**src/rtl/comparador_serial.sv**
```systemverilog
// Bit-serial magnitude comparator: one comparison cell iterated over a
// loaded operand pair, one bit per clock, producing a done pulse plus
// one-hot gt/eq/lt flags and the number of bits examined.
module comparador_serial #(
    parameter int WIDTH      = 8,
    parameter int MSB_FIRST  = 1,
    parameter int SIGNED     = 0,
    parameter int EARLY_EXIT = 0
) (
    input  logic                       clk,
    input  logic                       rst_n,
    input  logic                       start,
    input  logic [WIDTH-1:0]           a_in,
    input  logic [WIDTH-1:0]           b_in,
    output logic                       busy,
    output logic                       done,
    output logic                       gt,
    output logic                       eq,
    output logic                       lt,
    output logic [$clog2(WIDTH+1)-1:0] nbits
);

    localparam int CW = $clog2(WIDTH+1);
    localparam logic [CW-1:0] LAST = CW'(WIDTH-1);
    localparam logic [CW-1:0] ONE  = CW'(1);

    typedef enum logic [1:0] {IDLE, RUN, DONE} state_t;

    state_t          state_q, state_d;
    logic [WIDTH-1:0] a_q, a_d, b_q, b_d;
    logic [CW-1:0]   cnt_q, cnt_d;
    logic            p_q, p_d, q_q, q_d;
    logic            gt_q, gt_d, eq_q, eq_d, lt_q, lt_d;
    logic [CW-1:0]   nbits_q, nbits_d;

    logic            accept;
    logic            bit_a, bit_b, sign_pos;
    logic            p_step, q_step, stop;
    logic [WIDTH-1:0] a_sh, b_sh;

    // Start is only honoured when no comparison is in flight.
    assign accept = start && (state_q == IDLE || state_q == DONE);

    // Pick the bit pair under examination and the shifted operands for the next bit.
    always_comb begin
        if (MSB_FIRST != 0) begin
            bit_a    = a_q[WIDTH-1];
            bit_b    = b_q[WIDTH-1];
            sign_pos = (cnt_q == '0);
            a_sh     = {a_q[WIDTH-2:0], 1'b0};
            b_sh     = {b_q[WIDTH-2:0], 1'b0};
        end else begin
            bit_a    = a_q[0];
            bit_b    = b_q[0];
            sign_pos = (cnt_q == LAST);
            a_sh     = {1'b0, a_q[WIDTH-1:1]};
            b_sh     = {1'b0, b_q[WIDTH-1:1]};
        end
    end

    // Comparison cell: MSB-first latches the first difference, LSB-first lets
    // later (more significant) differences override; the sign bit flips the sense.
    always_comb begin
        p_step = p_q;
        q_step = q_q;
        if ((bit_a != bit_b) && (MSB_FIRST == 0 || !p_q)) begin
            p_step = 1'b1;
            q_step = (SIGNED != 0 && sign_pos) ? bit_b : bit_a;
        end
        // With early exit a RUN cycle never starts with p set, so p_step marks the first difference.
        stop = (cnt_q == LAST) || (EARLY_EXIT != 0 && MSB_FIRST != 0 && p_step);
    end

    // State register.
    always_ff @(posedge clk or negedge rst_n) begin
        if (!rst_n) state_q <= IDLE;
        else        state_q <= state_d;
    end

    // Next-state logic: DONE always lasts a single cycle.
    always_comb begin
        state_d = state_q;
        case (state_q)
            IDLE:    if (start) state_d = RUN;
            RUN:     if (stop)  state_d = DONE;
            DONE:    state_d = start ? RUN : IDLE;
            default: state_d = IDLE;
        endcase
    end

    // Status outputs decoded from the state.
    always_comb begin
        busy = (state_q == RUN);
        done = (state_q == DONE);
    end

    // Datapath next-state: load on accept, step one bit per RUN cycle, publish flags on exit.
    always_comb begin
        a_d     = a_q;
        b_d     = b_q;
        cnt_d   = cnt_q;
        p_d     = p_q;
        q_d     = q_q;
        gt_d    = gt_q;
        eq_d    = eq_q;
        lt_d    = lt_q;
        nbits_d = nbits_q;
        if (accept) begin
            a_d     = a_in;
            b_d     = b_in;
            cnt_d   = '0;
            p_d     = 1'b0;
            q_d     = 1'b1;
            gt_d    = 1'b0;
            eq_d    = 1'b0;
            lt_d    = 1'b0;
            nbits_d = '0;
        end else if (state_q == RUN) begin
            a_d   = a_sh;
            b_d   = b_sh;
            cnt_d = cnt_q + ONE;
            p_d   = p_step;
            q_d   = q_step;
            if (stop) begin
                eq_d    = ~p_step;
                gt_d    = p_step & q_step;
                lt_d    = p_step & ~q_step;
                nbits_d = cnt_q + ONE;
            end
        end
    end

    // Datapath registers, all cleared by the asynchronous reset.
    always_ff @(posedge clk or negedge rst_n) begin
        if (!rst_n) begin
            a_q     <= '0;
            b_q     <= '0;
            cnt_q   <= '0;
            p_q     <= 1'b0;
            q_q     <= 1'b0;
            gt_q    <= 1'b0;
            eq_q    <= 1'b0;
            lt_q    <= 1'b0;
            nbits_q <= '0;
        end else begin
            a_q     <= a_d;
            b_q     <= b_d;
            cnt_q   <= cnt_d;
            p_q     <= p_d;
            q_q     <= q_d;
            gt_q    <= gt_d;
            eq_q    <= eq_d;
            lt_q    <= lt_d;
            nbits_q <= nbits_d;
        end
    end

    assign gt    = gt_q;
    assign eq    = eq_q;
    assign lt    = lt_q;
    assign nbits = nbits_q;

endmodule

```
**config.mk**
```make
export PLATFORM = sky130hd
export DESIGN_NAME = comparador_serial
export DESIGN_NICKNAME = d
export VERILOG_FILES = /design/src/rtl/comparador_serial.sv
export SDC_FILE = /design/constraint.sdc
export NUM_CORES = 1
export LEC_CHECK = 0
export CORE_ASPECT_RATIO = 1.25
export CORE_MARGIN = 5
export CORE_UTILIZATION = 30
export DETAILED_ROUTE_END_ITERATION = 16
export DONT_BUFFER_PORTS = 1
export PLACE_DENSITY = 0.51
export SLEW_MARGIN = 20
export SYNTH_ARGS = -nofsm -noshare
export SYNTH_HDL_FRONTEND = slang
export SYNTH_SLANG_ARGS = --single-unit
```
**constraint.sdc**
```tcl
create_clock -name clk -period 1.45 [get_ports clk]
set_input_delay 0.0725 -clock clk [delete_from_list [all_inputs] [get_ports clk]]
set_output_delay 0.0725 -clock clk [all_outputs]
set_load 0.01 [all_outputs]
```
==> results.md <==
- The flow ran to the end, and the final reports show no timing, DRC or antenna violations.
- For this run, design rule violations remaining after detail routing come to 0.
- The count of yosys warnings during synthesis is 0.
- The placed instances occupy a cell area of 1470 um^2.
- The clock drives 31 sinks.
- The count of nets left with antenna violations once routing finished came out at 0.
- The largest total area in the synthesized netlist belongs to sky130_fd_sc_hd__dfrtp_1.
- The number of filler cells placed in the layout is 498.
- The worst path uses 93.1% of the clock period.
- After routing the design area is between 1500 and 2000 um^2.
- Setup violations remaining at the end of the flow were counted as 0.
- The maximum net fanout on the critical path is 24.
- By instance count, the leading cell after synthesis is sky130_fd_sc_hd__dfrtp_1.
- The average vias per placed instance is 5.05.
- The buffer and inverter count on the worst path is 1.
- For this run, asynchronously set or reset flops after synthesis account for 100%.
- The worst hold margin is around 100 ps.
- The die is 72.0 um wide.
- The class of the tightest hold or removal check is in -> reg.
- After the first detailed-routing iteration, the DRC count stood at 59.
- The final-report max-slew violation count is 0.
- The worst setup path is launched from a flop.
- The total power per unit cell area is 1980 nW/um^2.
- In this run, post-CTS repair resized a total of 0 instances.
- At the pin with the least slew margin, the transition time is just over 300 ps.
- The final number of hold-violating endpoints is 0.
- The cell area that synthesis handed to floorplanning was 1440 um^2.
- From synthesis to final layout, the design area changed by 20.7%.
- The fraction of final layout cells with drive strength greater than 1 is 15.1%.
- The highest cell delay on the worst timing path is about 450 ps.
- The number of nets in the final layout is 171.
- VDD sags by at most 0.836 mV.
- TritonCTS built the clock tree.
- A synthesized cell averages 11.0 um^2.
- The clock network power share is about a fifth.
- The number of port buffers is 0.
- In this run the core area contains 28 standard-cell rows.
- For the finished layout, the period the worst path requires is 1350 ps.
- The synthesized netlist devotes about a fifth of its cell area to simple gates.
- The initial antenna violation count is 0.
- Internal power comes to approximately 0.0021 W.
- At the worst endpoint, the required time is between 1500 and 2000 ps.
- The endpoint type of the worst setup path is a flop.
- Summed over all nets, the half-perimeter wirelength after detailed placement is 2140 um.
- Of the total synthesized cell area, the portion taken by full adders, half adders and majority gates is 0.868%.
- The leakage power is between 0.7 and 0.8 nW.
- After detailed routing, the average wire length per cell comes to between 10 and 15 um.
- The top-area cell type share of the netlist area is 53.8%.
- After global routing the overflow that remains totals 0.
- The last weighted congestion value of the routability-driven placer is about 0.76.
- The flip-flop cell with the highest count after synthesis is sky130_fd_sc_hd__dfrtp_1.
- The number of buffers added to fix hold violations after cts is 18.
- Setup repair after global routing left no endpoint under its margin.
- The floorplan step set the die height to 87.5 um.
- The instance count along the most critical hold path is 2.
- Ranked by instance count, the synthesized netlist is headed by sky130_fd_sc_hd__dfrtp_1 (31), sky130_fd_sc_hd__nand3_1 (14), sky130_fd_sc_hd__nand2_1 (13), sky130_fd_sc_hd__a22oi_1 (11).
- The number of buffers between clock root and the deepest sink is 2.
- The total global routing track utilization is between 10% and 20%.
- The synthesized design contains 31 register bits.
- The number of detailed-route iterations in the first pass is 4.
- Walking the worst path, the cells encountered are nand2b_4, inv_4, nand2_4, a31o_1.
- Post-CTS timing repair inserted 0 buffers for setup.
- The number of cells in the finished layout apart from fillers is approximately 210.
- The CTS root buffer is sky130_fd_sc_hd__clkbuf_8.
- By area, the combinational part of the netlist is dominated by simple AND/OR/NAND/NOR gates.
- The clock arrives with approximately 4.7 ps of skew.
- The worst reg2reg path depth is 4.
- The I/O pin count is 28.
- For this design, the slowest cell found on the critical path is sky130_fd_sc_hd__dfrtp_1.
- The number of global-route vias before repair was 1129.
- The total negative slack is 0 ps.
- The portion of the post-synthesis area used by sequential elements is 53.8%.
- The depth of the critical timing path with buffers and inverters included is 4.
- The H-tree generated during clock tree synthesis spans 2 levels.
- Ranked by total cell area, the synthesized netlist is headed by sky130_fd_sc_hd__dfrtp_1 (54%), sky130_fd_sc_hd__a22oi_1 (5.7%), sky130_fd_sc_hd__nand3_1 (4.9%).
- After detailed routing, the total wire length is about 3200 um.
- The part of the power in combinational logic is between 30% and 40%.
- The total via count after detailed routing is 1070.
- The worst-skew pair later-pin latency is 280 ps.
- The clock edge transition at the registers on the reported setup and hold paths is approximately 70 ps.
- Net switching is around two fifths of the power.
- The endpoint arrival time on the critical path is 1520 ps.
- Of the total power, registers draw between 40% and 50%.
- The cell count after synthesis came out at approximately 130.
- Entering global routing, the biggest net connects 32 pins.
- The number of flops mapped to enable cells by yosys is 0.
- The number of antenna diodes in the final layout is 0.
- The fraction of the mapped netlist area in compound gates is 19.0%.
- The synthesized netlist net count is ~150.
- The startpoint-to-endpoint class of the critical path is reg -> reg.
- The placeable core region is approximately 4700 um^2.
- Once placement completed, the tool counted placed cells totaling 186.
- After Yosys synthesis, XOR and XNOR cells account for 1.22% of the synthesized area.
- The die covers 6300 um^2.
- The multiplexer share of the synthesized area is 0%.
- The initial standard-cell utilization of the core is roughly 31%.
- The count of max-cap constraint violations is 0.
- The worst relative slew slack is 79.3%.
- The number of distinct library cells after synthesis is 36.
- The fraction of the core area covered by cells at the end of the flow is a little under two fifths.
- In this design, the largest share of critical-path delay is due to flip-flops.
- The switching component of the power is about 0.0013 W.
- The top achievable clock speed is 741 MHz.
- The TritonCTS buffer count is 5.
- The first global-routing pass estimated 5380 um of wire.
-- kinds of logic after synthesis --
logic type | count (synthesis)
simple gates | 50
flops | 31
compound gates | 37
buf+inv | 10
fa+ha+maj | 1
xor+xnor | 2
-- final cells by class --
class                   count  area [um^2]  area share, %
clock inverters             1         5.00          0.288
inverters                   2         10.0          0.575
multi-input cells          90          586           33.6
well taps                  60         75.1           4.31
repair buffers             21          213           12.2
clock buffers               7         76.3           4.39
flip-flops and latches     31          776           44.6
-- power groups by stage --
| stage | clock network (W) | logic, W | registers [W] |
|---|---|---|---|
| after floorplan | 0 | 0.00112 | 0.00146 |
| after global placement | 0 | 0.00120 | 0.00152 |
| after CTS | 0.000669 | 0.00130 | 0.00152 |
| after global routing | 0.000704 | 0.00145 | 0.00157 |
| after detailed placement | 0 | 0.00123 | 0.00153 |
| final | 0.000650 | 0.00128 | 0.00152 |
-- layout by cell type (no fill, tap or decap), drive strengths merged, types with 3 or more instances in the layout --
cell type	instances
dfrtp	31
dlygate4sd3	17
nand3	14
a22o	3
nor3	4
o211ai	3
o21ai	7
nand2	14
buf	4
a21oi	5
nor2	6
clkbuf	7
nor2b	3
a22oi	11
o22ai	3
-- registers in the layout (all words and copies together) (netlist names) --
register  flops
a_q           8
b_q           8
cnt_q         4
nbits         4
state_q       2
eq            1
gt            1
lt            1
p_q           1
q_q           1
-- per-layer routing --
metal	up-vias	global-route usage, %	part of all wire [%]
li1	520	-	-
met1	510	13.5	44
met2	34	18.0	48
met3	6	3.58	6.8
met4	0	4.62	1.5
met5	-	0	0
-- per-stage QoR --
step	power (W)	setup slack, ps
after detailed placement	0.00276	107
after global placement	0.00273	131
after CTS	0.00349	94.1
after global routing	0.00372	0.835
final	0.00345	101
after floorplan	0.00258	263
-- worst paths after layout --
path	startpoint	to	slack, ps
worst max-delay path	state_q[0]	eq	100
worst min-delay path	start	state_q[0]	100
worst max register to register	state_q[0]	eq	100
worst min register to register	a_q[6]	a_q[6]	500
max in group asynchronous	rst_n	a_q[7]	1060
min in group asynchronous	rst_n	b_q[1]	230
(Power assumes the default switching activity.)
